==> config.mk <==
export PLATFORM = sky130hd
export DESIGN_NAME = seg_display_scan_flat
export DESIGN_NICKNAME = d
export VERILOG_FILES = /design/src/rtl/seg_display_scan_if.sv /design/src/rtl/seg_display_scan.sv /design/src/flat_wrapper.sv
export SDC_FILE = /design/constraint.sdc
export NUM_CORES = 1
export LEC_CHECK = 0
export ABC_AREA = 1
export ABC_CLOCK_PERIOD_IN_PS = 5550
export CORE_MARGIN = 2
export CORE_UTILIZATION = 40
export CTS_CLUSTER_DIAMETER = 50
export DETAILED_ROUTE_END_ITERATION = 12
export DONT_BUFFER_PORTS = 1
export SLEW_MARGIN = 20
export SYNTH_ARGS = -nofsm -noshare
export SYNTH_HDL_FRONTEND = slang
export SYNTH_SLANG_ARGS = --single-unit
==> constraint.sdc <==
create_clock -name Clk_100M -period 5.55 [get_ports Clk_100M]
set_input_delay 0 -clock Clk_100M [delete_from_list [all_inputs] [get_ports Clk_100M]]
set_output_delay 0 -clock Clk_100M [all_outputs]
set_load 0.01 [all_outputs]
==> src/rtl/seg_display_scan_if.sv <==
// seg_display_scan_if: digit data, masks and brightness in; segment/digit pins and frame pulse out.
`default_nettype none

interface seg_display_scan_if;
  logic [15:0] Digits;
  logic [3:0]  DP;
  logic [3:0]  Blank;
  logic [1:0]  Slide_Switch;
  logic [3:0]  SegmentDrivers;
  logic [7:0]  SevenSegment;
  logic        Frame_Tick;

  modport master (
    output Digits, DP, Blank, Slide_Switch,
    input  SegmentDrivers, SevenSegment, Frame_Tick
  );

  modport slave (
    input  Digits, DP, Blank, Slide_Switch,
    output SegmentDrivers, SevenSegment, Frame_Tick
  );
endinterface

`default_nettype wire

==> src/rtl/seg_display_scan.sv <==
// seg_display_scan: four-digit multiplexed seven-segment driver with per-frame input
// snapshot and four-level PWM brightness inside each digit slot.
`default_nettype none

module seg_display_scan #(
  parameter int REFRESH_DIV = 50000
) (
  input  wire logic         Clk_100M,
  input  wire logic         Reset,
  seg_display_scan_if.slave bus
);

  localparam int SW = $clog2(REFRESH_DIV);
  localparam int Q  = REFRESH_DIV / 4;

  logic [SW-1:0] slot;
  logic [1:0]    digit;
  logic [15:0]   snap_digits;
  logic [3:0]    snap_dp;
  logic [3:0]    snap_blank;
  logic [1:0]    snap_level;
  logic          load_pending;
  logic [3:0]    drivers;
  logic [7:0]    segments;
  logic          frame_tick;

  logic          slot_end;
  logic          load;
  logic [SW:0]   on_limit;
  logic [3:0]    nibble;
  logic          lit;

  function automatic logic [6:0] seg_of(input logic [3:0] n);
    logic [6:0] r;
    case (n)
      4'h0: r = 7'h40;  4'h1: r = 7'h79;  4'h2: r = 7'h24;  4'h3: r = 7'h30;
      4'h4: r = 7'h19;  4'h5: r = 7'h12;  4'h6: r = 7'h02;  4'h7: r = 7'h78;
      4'h8: r = 7'h00;  4'h9: r = 7'h10;  4'hA: r = 7'h08;  4'hB: r = 7'h03;
      4'hC: r = 7'h46;  4'hD: r = 7'h21;  4'hE: r = 7'h06;  default: r = 7'h0E;
    endcase
    return r;
  endfunction

  assign slot_end = (slot == SW'(REFRESH_DIV - 1));
  assign load     = slot_end && (digit == 2'd3);
  assign nibble   = snap_digits[{digit, 2'b00} +: 4];

  always_comb begin
    on_limit = (SW+1)'(Q);
    case (snap_level)
      2'd0:    on_limit = (SW+1)'(Q);
      2'd1:    on_limit = (SW+1)'(2 * Q);
      2'd2:    on_limit = (SW+1)'(3 * Q);
      default: on_limit = (SW+1)'(REFRESH_DIV);
    endcase
  end

  assign lit = ({1'b0, slot} < on_limit) && !snap_blank[digit];

  always_ff @(posedge Clk_100M or posedge Reset) begin
    if (Reset) begin
      slot         <= '0;
      digit        <= 2'd0;
      snap_digits  <= 16'h0000;
      snap_dp      <= 4'h0;
      snap_blank   <= 4'hF;
      snap_level   <= 2'd0;
      load_pending <= 1'b0;
      drivers      <= 4'hF;
      segments     <= 8'hFF;
      frame_tick   <= 1'b0;
    end else begin
      slot <= slot_end ? '0 : slot + SW'(1);
      if (slot_end) digit <= digit + 2'd1;
      // Inputs are sampled only on the frame-wrap edge so a frame never mixes old and new data.
      if (load) begin
        snap_digits <= bus.Digits;
        snap_dp     <= bus.DP;
        snap_blank  <= bus.Blank;
        snap_level  <= bus.Slide_Switch;
      end
      load_pending <= load;
      frame_tick   <= load_pending;
      if (lit) begin
        drivers  <= ~(4'b0001 << digit);
        segments <= {~snap_dp[digit], seg_of(nibble)};
      end else begin
        drivers  <= 4'hF;
        segments <= 8'hFF;
      end
    end
  end

  assign bus.SegmentDrivers = drivers;
  assign bus.SevenSegment   = segments;
  assign bus.Frame_Tick     = frame_tick;

endmodule

`default_nettype wire
==> src/flat_wrapper.sv <==
// flat-port wrapper written by rule: the top's interface ports become plain ports
module seg_display_scan_flat 
#(
  parameter int REFRESH_DIV = 50000
)
  (Clk_100M, Reset, bus_Digits, bus_DP, bus_Blank, bus_Slide_Switch, bus_SegmentDrivers, bus_SevenSegment, bus_Frame_Tick);
  seg_display_scan_if bus_i ();
  input  wire logic Clk_100M;
  input  wire logic Reset;
  input wire logic [$bits(bus_i.Digits)-1:0] bus_Digits;
  input wire logic [$bits(bus_i.DP)-1:0] bus_DP;
  input wire logic [$bits(bus_i.Blank)-1:0] bus_Blank;
  input wire logic [$bits(bus_i.Slide_Switch)-1:0] bus_Slide_Switch;
  output wire logic [$bits(bus_i.SegmentDrivers)-1:0] bus_SegmentDrivers;
  output wire logic [$bits(bus_i.SevenSegment)-1:0] bus_SevenSegment;
  output wire logic [$bits(bus_i.Frame_Tick)-1:0] bus_Frame_Tick;
  assign bus_i.Digits = bus_Digits;
  assign bus_i.DP = bus_DP;
  assign bus_i.Blank = bus_Blank;
  assign bus_i.Slide_Switch = bus_Slide_Switch;
  assign bus_SegmentDrivers = bus_i.SegmentDrivers;
  assign bus_SevenSegment = bus_i.SevenSegment;
  assign bus_Frame_Tick = bus_i.Frame_Tick;
  seg_display_scan #(.REFRESH_DIV(REFRESH_DIV)) u_core (.Clk_100M(Clk_100M), .Reset(Reset), .bus(bus_i));
endmodule
==> results.tsv, run 1 <==
stage	metric	value	unit
outcome	outcome	finished, final reports clean	
yosys	synth_nets	481	
placement	placed_area	0.00350	mm²
power_and_ir_drop	pwr_density_cell	224	mW/mm²
critical_path	path_max_fanout	12	
grt	grt-ovfl-total	0	
critical_path	required	5.78	ns
yosys	synth_ff_type	dfrtp_1	
timing	slew_headroom	53.0	%
grt	grt_pass1_vias	2819	
timing	holdWs	0.325	ns
worst_hold_path	hp-class	input pin to async pin	
yosys	ys_top_cells_by_area	dfrtp_1, nand2_1, dfstp_2, ha_1, nand2_2	
cts	cts_sinks	58	
yosys	synth_seq_area_share	42.3	%
critical_path	crit_slowest_cell	nor2_2	
timing	min_period	2.47	ns
critical_path	cp_data_arrival_time	2.70	ns
cts	htreeDepth	3	
yosys	synth-edff-count	0	
routing	post_drt_wl_per_cell	12.8	µm
yosys	synth_top_cell_by_area	dfrtp_1	
yosys	yosysUniqueCellTypes	33	
placement	gp_congestion	0.896	
yosys	netlist.area_leader.share	30.2	%
cts	clkLatencyLatePin	0.33	ns
floorplanning	io_pins	41	
placement	dp.cells	527	
routing	wl	7290	µm
critical_path	r2r_cells	12	
cts	numCtsBuffers	9	
routing	vias	2765	
cells_and_area	regArea	0.00147	mm²
floorplanning	core	0.00855	mm²
cts	cts_tree	built	
yosys	synth_common_cells	nand2_1, inv_1, dfrtp_1	
floorplanning	fp.dieH	97.2	µm
routing	drc	0	
floorplanning	fp.dieArea	0.00945	mm²
critical_path	path_class	flop to flop	
power_and_ir_drop	p_leak	1.89	nW
routing	drt_iter0_drc	158	
critical_path	cp-end-kind	flop	
timing	rsz0062_at_grt	false	
cells_and_area	drive_above_1_share	18.8	%
timing	setup_slack	3.08	ns
yosys	synth-seq-cells	58	
cells_and_area	postLayoutCellArea	0.00400	mm²
yosys	yosysMostFrequentCell	nand2_1	
timing	fmax	404	MHz
grt	grt_max_degree	59	
cts	postCtsSetupBuffers	0	
critical_path	slowest_delay	0.52	ns
placement	port_buffers	0	
cells_and_area	multi_input_area	0.00169	mm²
cells_and_area	insertedDiodeCount	0	
floorplanning	placementRows	34	
grt	grt_pass1_wl	13000	µm
timing	timing.final.crit_share	44.6	%
cts	ctsRootBufferMaster	clkbuf_8	
yosys	ys.warnings.count	0	
yosys	synth_area	0.00348	mm²
yosys	syn_inst	429	
grt	antenna_found_initial	0	
yosys	synth-async-reset-ratio	100	%
power_and_ir_drop	p_total	893	µW
cells_and_area	fin_nets	509	
floorplanning	start_util	40.6	%
yosys	syn_area_per_cell	8.10	µm²
cells_and_area	instances_no_fill	570	
critical_path	crit_top_cell	nand2_1	
grt	gr-usage-all-layers	16.8	%
critical_path	crit_chain	inv_1 > ha_1 > o21ai_0 > ha_1 > nand2_1 > inv_1 > nand2_1 > nand2_1 > a21oi_1 > nor2_1 > nor2_2 > nand2_1	
cells_and_area	utilization	46.7	%
critical_path	start_kind	flop	
routing	first_pass_iters	4	
cts	cts_resized	0	
timing	setup_viol	0	
timing	drv_slew	0	
timing	finalClockSkew	0.00934	ns
routing	ant_nets	0	
routing	via_per_inst	4.85	
cells_and_area	area_growth	14.9	%
job	drv_cap	0	
power_and_ir_drop	vdd_drop_max	0.000107	V
timing	tightest_slew	0.705	ns
placement	dp_hpwl	5320	µm
placement	dp_slack	3.06	ns
cts	clkTransAtPathRegs	0.07	ns
cells_and_area	fillCellCount	842	
timing	fin_setup_tns	0	ns
floorplanning	die_x	97.2	µm
timing	finalHoldViolations	0	
cts	cts_max_path_buffers	2	
[kinds of logic (layout without fill, tap and decap cells)]
family,count (synthesis),count (layout),share of synthesized area (%)
simple gates,235,235,31.5
buf+inv,61,94,9.14
flops,58,58,42.3
compound gates,46,46,7.09
fa+ha+maj,24,24,8.64
xor+xnor,5,5,1.26
[registers in the layout, indices dropped and copies added, names as in the netlist]
register and flops:
u_core.slot 16, u_core.bus.Frame_Tick 1, u_core.snap_blank 4, u_core.bus.SevenSegment 8
u_core.snap_dp 4, u_core.snap_digits 16, u_core.load_pending 1, u_core.digit 2
u_core.snap_level 2, u_core.bus.SegmentDrivers 4
[per-layer routing]
metal | routed length, µm | vias to the layer above | global-route usage (%) | part of all wire (%)
li1 | - | 1412 | - | -
met3 | 294 | 13 | 2.73 | 4.0
met1 | 3490 | 1281 | 22.5 | 48
met4 | 184 | 0 | 7.80 | 2.5
met5 | 0 | - | 0 | 0
met2 | 3320 | 59 | 26.8 | 46
[cell usage in the layout (no fill, tap or decap), types with 4 or more instances in the layout]
cell and n:
nor2_1 29, a21oi_1 6, dfstp_2 16, nand2_1 120, xor2_1 5, nand2_2 34, nor3_1 11, inv_2 5
dlygate4sd3_1 27, clkbuf_8 11, nand3_1 25, dfrtp_1 42, o21ai_0 34, nand4_1 4, inv_1 42, ha_1 24
[timing repair]
action	4_1_cts	5_1_grt
endpoints found under the setup margin	0	0
hold buffers	27	0
endpoints found under the hold margin	68	0
[where the power goes]
part           switching [mW]  internal [mW]  total [mW]
Combinational          0.0119         0.0133      0.0252
Clock                   0.167          0.278       0.445
Sequential                  0          0.423       0.423
Total                   0.179          0.714       0.893
[final timing paths]
path	start	to	slack, ns
min in group Clk_100M	bus_DP[1]	u_core.snap_dp[1]	0.33
max in group asynchronous	Reset	u_core.snap_digits[3]	4.76
worst min-delay path	Reset	u_core.snap_dp[3]	0.33
worst max register to register	u_core.snap_level[0]	u_core.bus.SegmentDrivers[3]	3.08
worst min register to register	u_core.load_pending	u_core.bus.Frame_Tick	0.35
worst max-delay path	u_core.snap_level[0]	u_core.bus.SegmentDrivers[3]	3.08
[layout make-up]
type	instances	share of cell area [%]
clock buffer	12	3.88
clock inverter	4	1.85
inverter	50	4.89
multi-input combinational	310	42.2
sequential	58	36.8
tap	108	3.38
timing repair buffer	28	6.95
[worst max-delay path, delay by kind of cell, from the launching register on]
family / cells / cell delay, ns
AND/OR/NAND/NOR: 6 / 0.87
buffers and inverters: 2 / 0.17
flip-flops: 1 / 0.42
adder cells (fa/ha/maj): 2 / 0.51
AO/OA/AOI/OAI: 2 / 0.39
Note: power is estimated with default switching activity, not from simulation.
==> inputs of run 2 (changes only) <==
ABC_CLOCK_PERIOD_IN_PS = 2200   (was 5550)
clock period = 2.2 ns   (was 5.55 ns; I/O delays follow)
==> results.tsv, run 2 (same netlist as run 1, synthesis figures left out) <==
stage	metric	value	unit
timing	fmax	507	MHz
worst_hold_path	hp-class	input pin to async pin	
floorplanning	core	0.00855	mm²
critical_path	cp-end-kind	flop	
critical_path	path_buf_inv	3	
critical_path	slowest_delay	0.52	ns
timing	setup_viol	0	
floorplanning	fp.dieH	97.2	µm
grt	antenna_found_initial	0	
timing	fin_setup_tns	0	ns
placement	dp_slack	0.0804	ns
outcome	outcome	finished, final reports clean	
timing	finalClockSkew	0.00785	ns
grt	grt-ovfl-total	0	
cts	clkTransAtPathRegs	0.07	ns
placement	gp_congestion	0.979	
power_and_ir_drop	pwr_density_cell	576	mW/mm²
cells_and_area	final_cell_mix	nand2_1, inv_1, dfrtp_1, nand2_2, o21ai_0	
routing	ant_nets	0	
routing	post_drt_wl_per_cell	12.7	µm
timing	holdWs	0.159	ns
cts	cts_max_path_buffers	2	
grt	grt_pass1_vias	2759	
timing	drv_slew	0	
cells_and_area	area_growth	17.7	%
critical_path	rrSetupSlack	0.23	ns
cts	cts_sinks	58	
cts	cts_tree	built	
floorplanning	fp.dieArea	0.00945	mm²
critical_path	path_class	flop to flop	
grt	gr-usage-all-layers	16.7	%
critical_path	r2r_cells	11	
critical_path	cp-startpoint	u_core.digit[0]	
routing	drc	0	
routing	vias	2756	
placement	dp_hpwl	5300	µm
timing	setup_slack	0.227	ns
grt	grt_pass1_wl	12900	µm
cts	postCtsSetupBuffers	0	
timing	timing.final.crit_share	89.7	%
routing	via_per_inst	4.78	
critical_path	path_max_fanout	10	
floorplanning	die_x	97.2	µm
power_and_ir_drop	vdd_drop_max	0.000268	V
cells_and_area	utilization	47.9	%
timing	tightest_slew	0.456	ns
cells_and_area	insertedDiodeCount	0	
critical_path	critical-path-top-delay-family	simple AND/OR/NAND/NOR gates	
timing	min_period	1.97	ns
routing	wl	7300	µm
cells_and_area	drive_above_1_share	20.7	%
grt	grt_max_degree	59	
critical_path	crit_chain	buf_4 > nand2_1 > nand3_1 > nand2_1 > inv_1 > ha_1 > nand3b_1 > nand3_1 > nand2_1 > inv_1 > nand2_2	
critical_path	cp_data_arrival_time	2.24	ns
floorplanning	start_util	40.6	%
routing	drt_iter0_drc	170	
floorplanning	placementRows	34	
cells_and_area	fin_nets	515	
cts	ctsRootBufferMaster	clkbuf_8	
cts	clkLatencyLatePin	0.34	ns
power_and_ir_drop	p_leak	1.94	nW
timing	slew_headroom	69.6	%
cells_and_area	final_common_cell	nand2_1	
job	drv_cap	0	
critical_path	crit_top_cell	nand2_1	
power_and_ir_drop	p_total	2.36	mW
placement	port_buffers	0	
floorplanning	io_pins	41	
critical_path	r2r-end	u_core.bus.SevenSegment[0]	
critical_path	required	2.47	ns
timing	finalHoldViolations	0	
critical_path	crit_slowest_cell	dfrtp_1	
routing	first_pass_iters	4	
critical_path	start_kind	flop	
cts	htreeDepth	3	
critical_path	reg2reg_from	u_core.digit[0]	
cts	numCtsBuffers	9	
## run 2: cell count changes in the layout (fill, tap and decap cells not counted), moves of 2 or more
cell,previous run,this run
buf_4,1,5
clkinv_4,1,3
buf_12,0,2
clkbuf_8,11,9
## run 2: tightest hold or removal path: cells and delay by family
| family | cells | cell delay [ns] |
|---|---|---|
| buffers and inverters | 3 | 0.89 |
## run 2: what timing repair did
item,CTS,global route
resized for setup,0,4
hold endpoints to repair,84,0
hold buffers,27,0
endpoints found under the setup margin,0,12
## run 2: metrics by stage
stage	cell area (µm²)	cells
6_report	4090	576
5_1_grt	4090	576
4_1_cts	4090	576
3_5_place_dp	3570	533
3_3_place_gp	3570	533
2_1_floorplan	3480	429
## run 2: layer usage
layer	track usage [%]	routed length (µm)
met1	23.0	3540
met5	0	0
met3	5.32	466
met4	5.77	121
met2	25.0	3180
## run 2: area by class of cell
type | count | area (µm²)
clock buffer | 9 | 124
clock inverter | 7 | 125
fill | 851 | 4460
inverter | 50 | 195
multi-input combinational | 310 | 1690
sequential | 58 | 1470
tap | 108 | 135
timing repair buffer | 34 | 348
## run 2: how the worst max path moves through the flow
stage                                  to  slack, ns  cells after the start
2_1_floorplan  u_core.bus.SevenSegment[5]       0.26                     13
3_3_place_gp   u_core.bus.SevenSegment[7]       0.22                     13
3_5_place_dp   u_core.bus.SevenSegment[7]       0.08                     13
4_1_cts        u_core.bus.SevenSegment[7]       0.06                     13
5_1_grt        u_core.bus.SevenSegment[7]     -0.009                     13
6_report       u_core.bus.SevenSegment[0]       0.23                     11
## run 2: where the power goes
group | leakage, nW | total, mW | switching, mW | internal (mW)
clock network | 0.124 | 1.22 | 0.463 | 0.762
registers | 0.625 | 1.07 | 0 | 1.07
logic | 1.19 | 0.0665 | 0.0305 | 0.0360
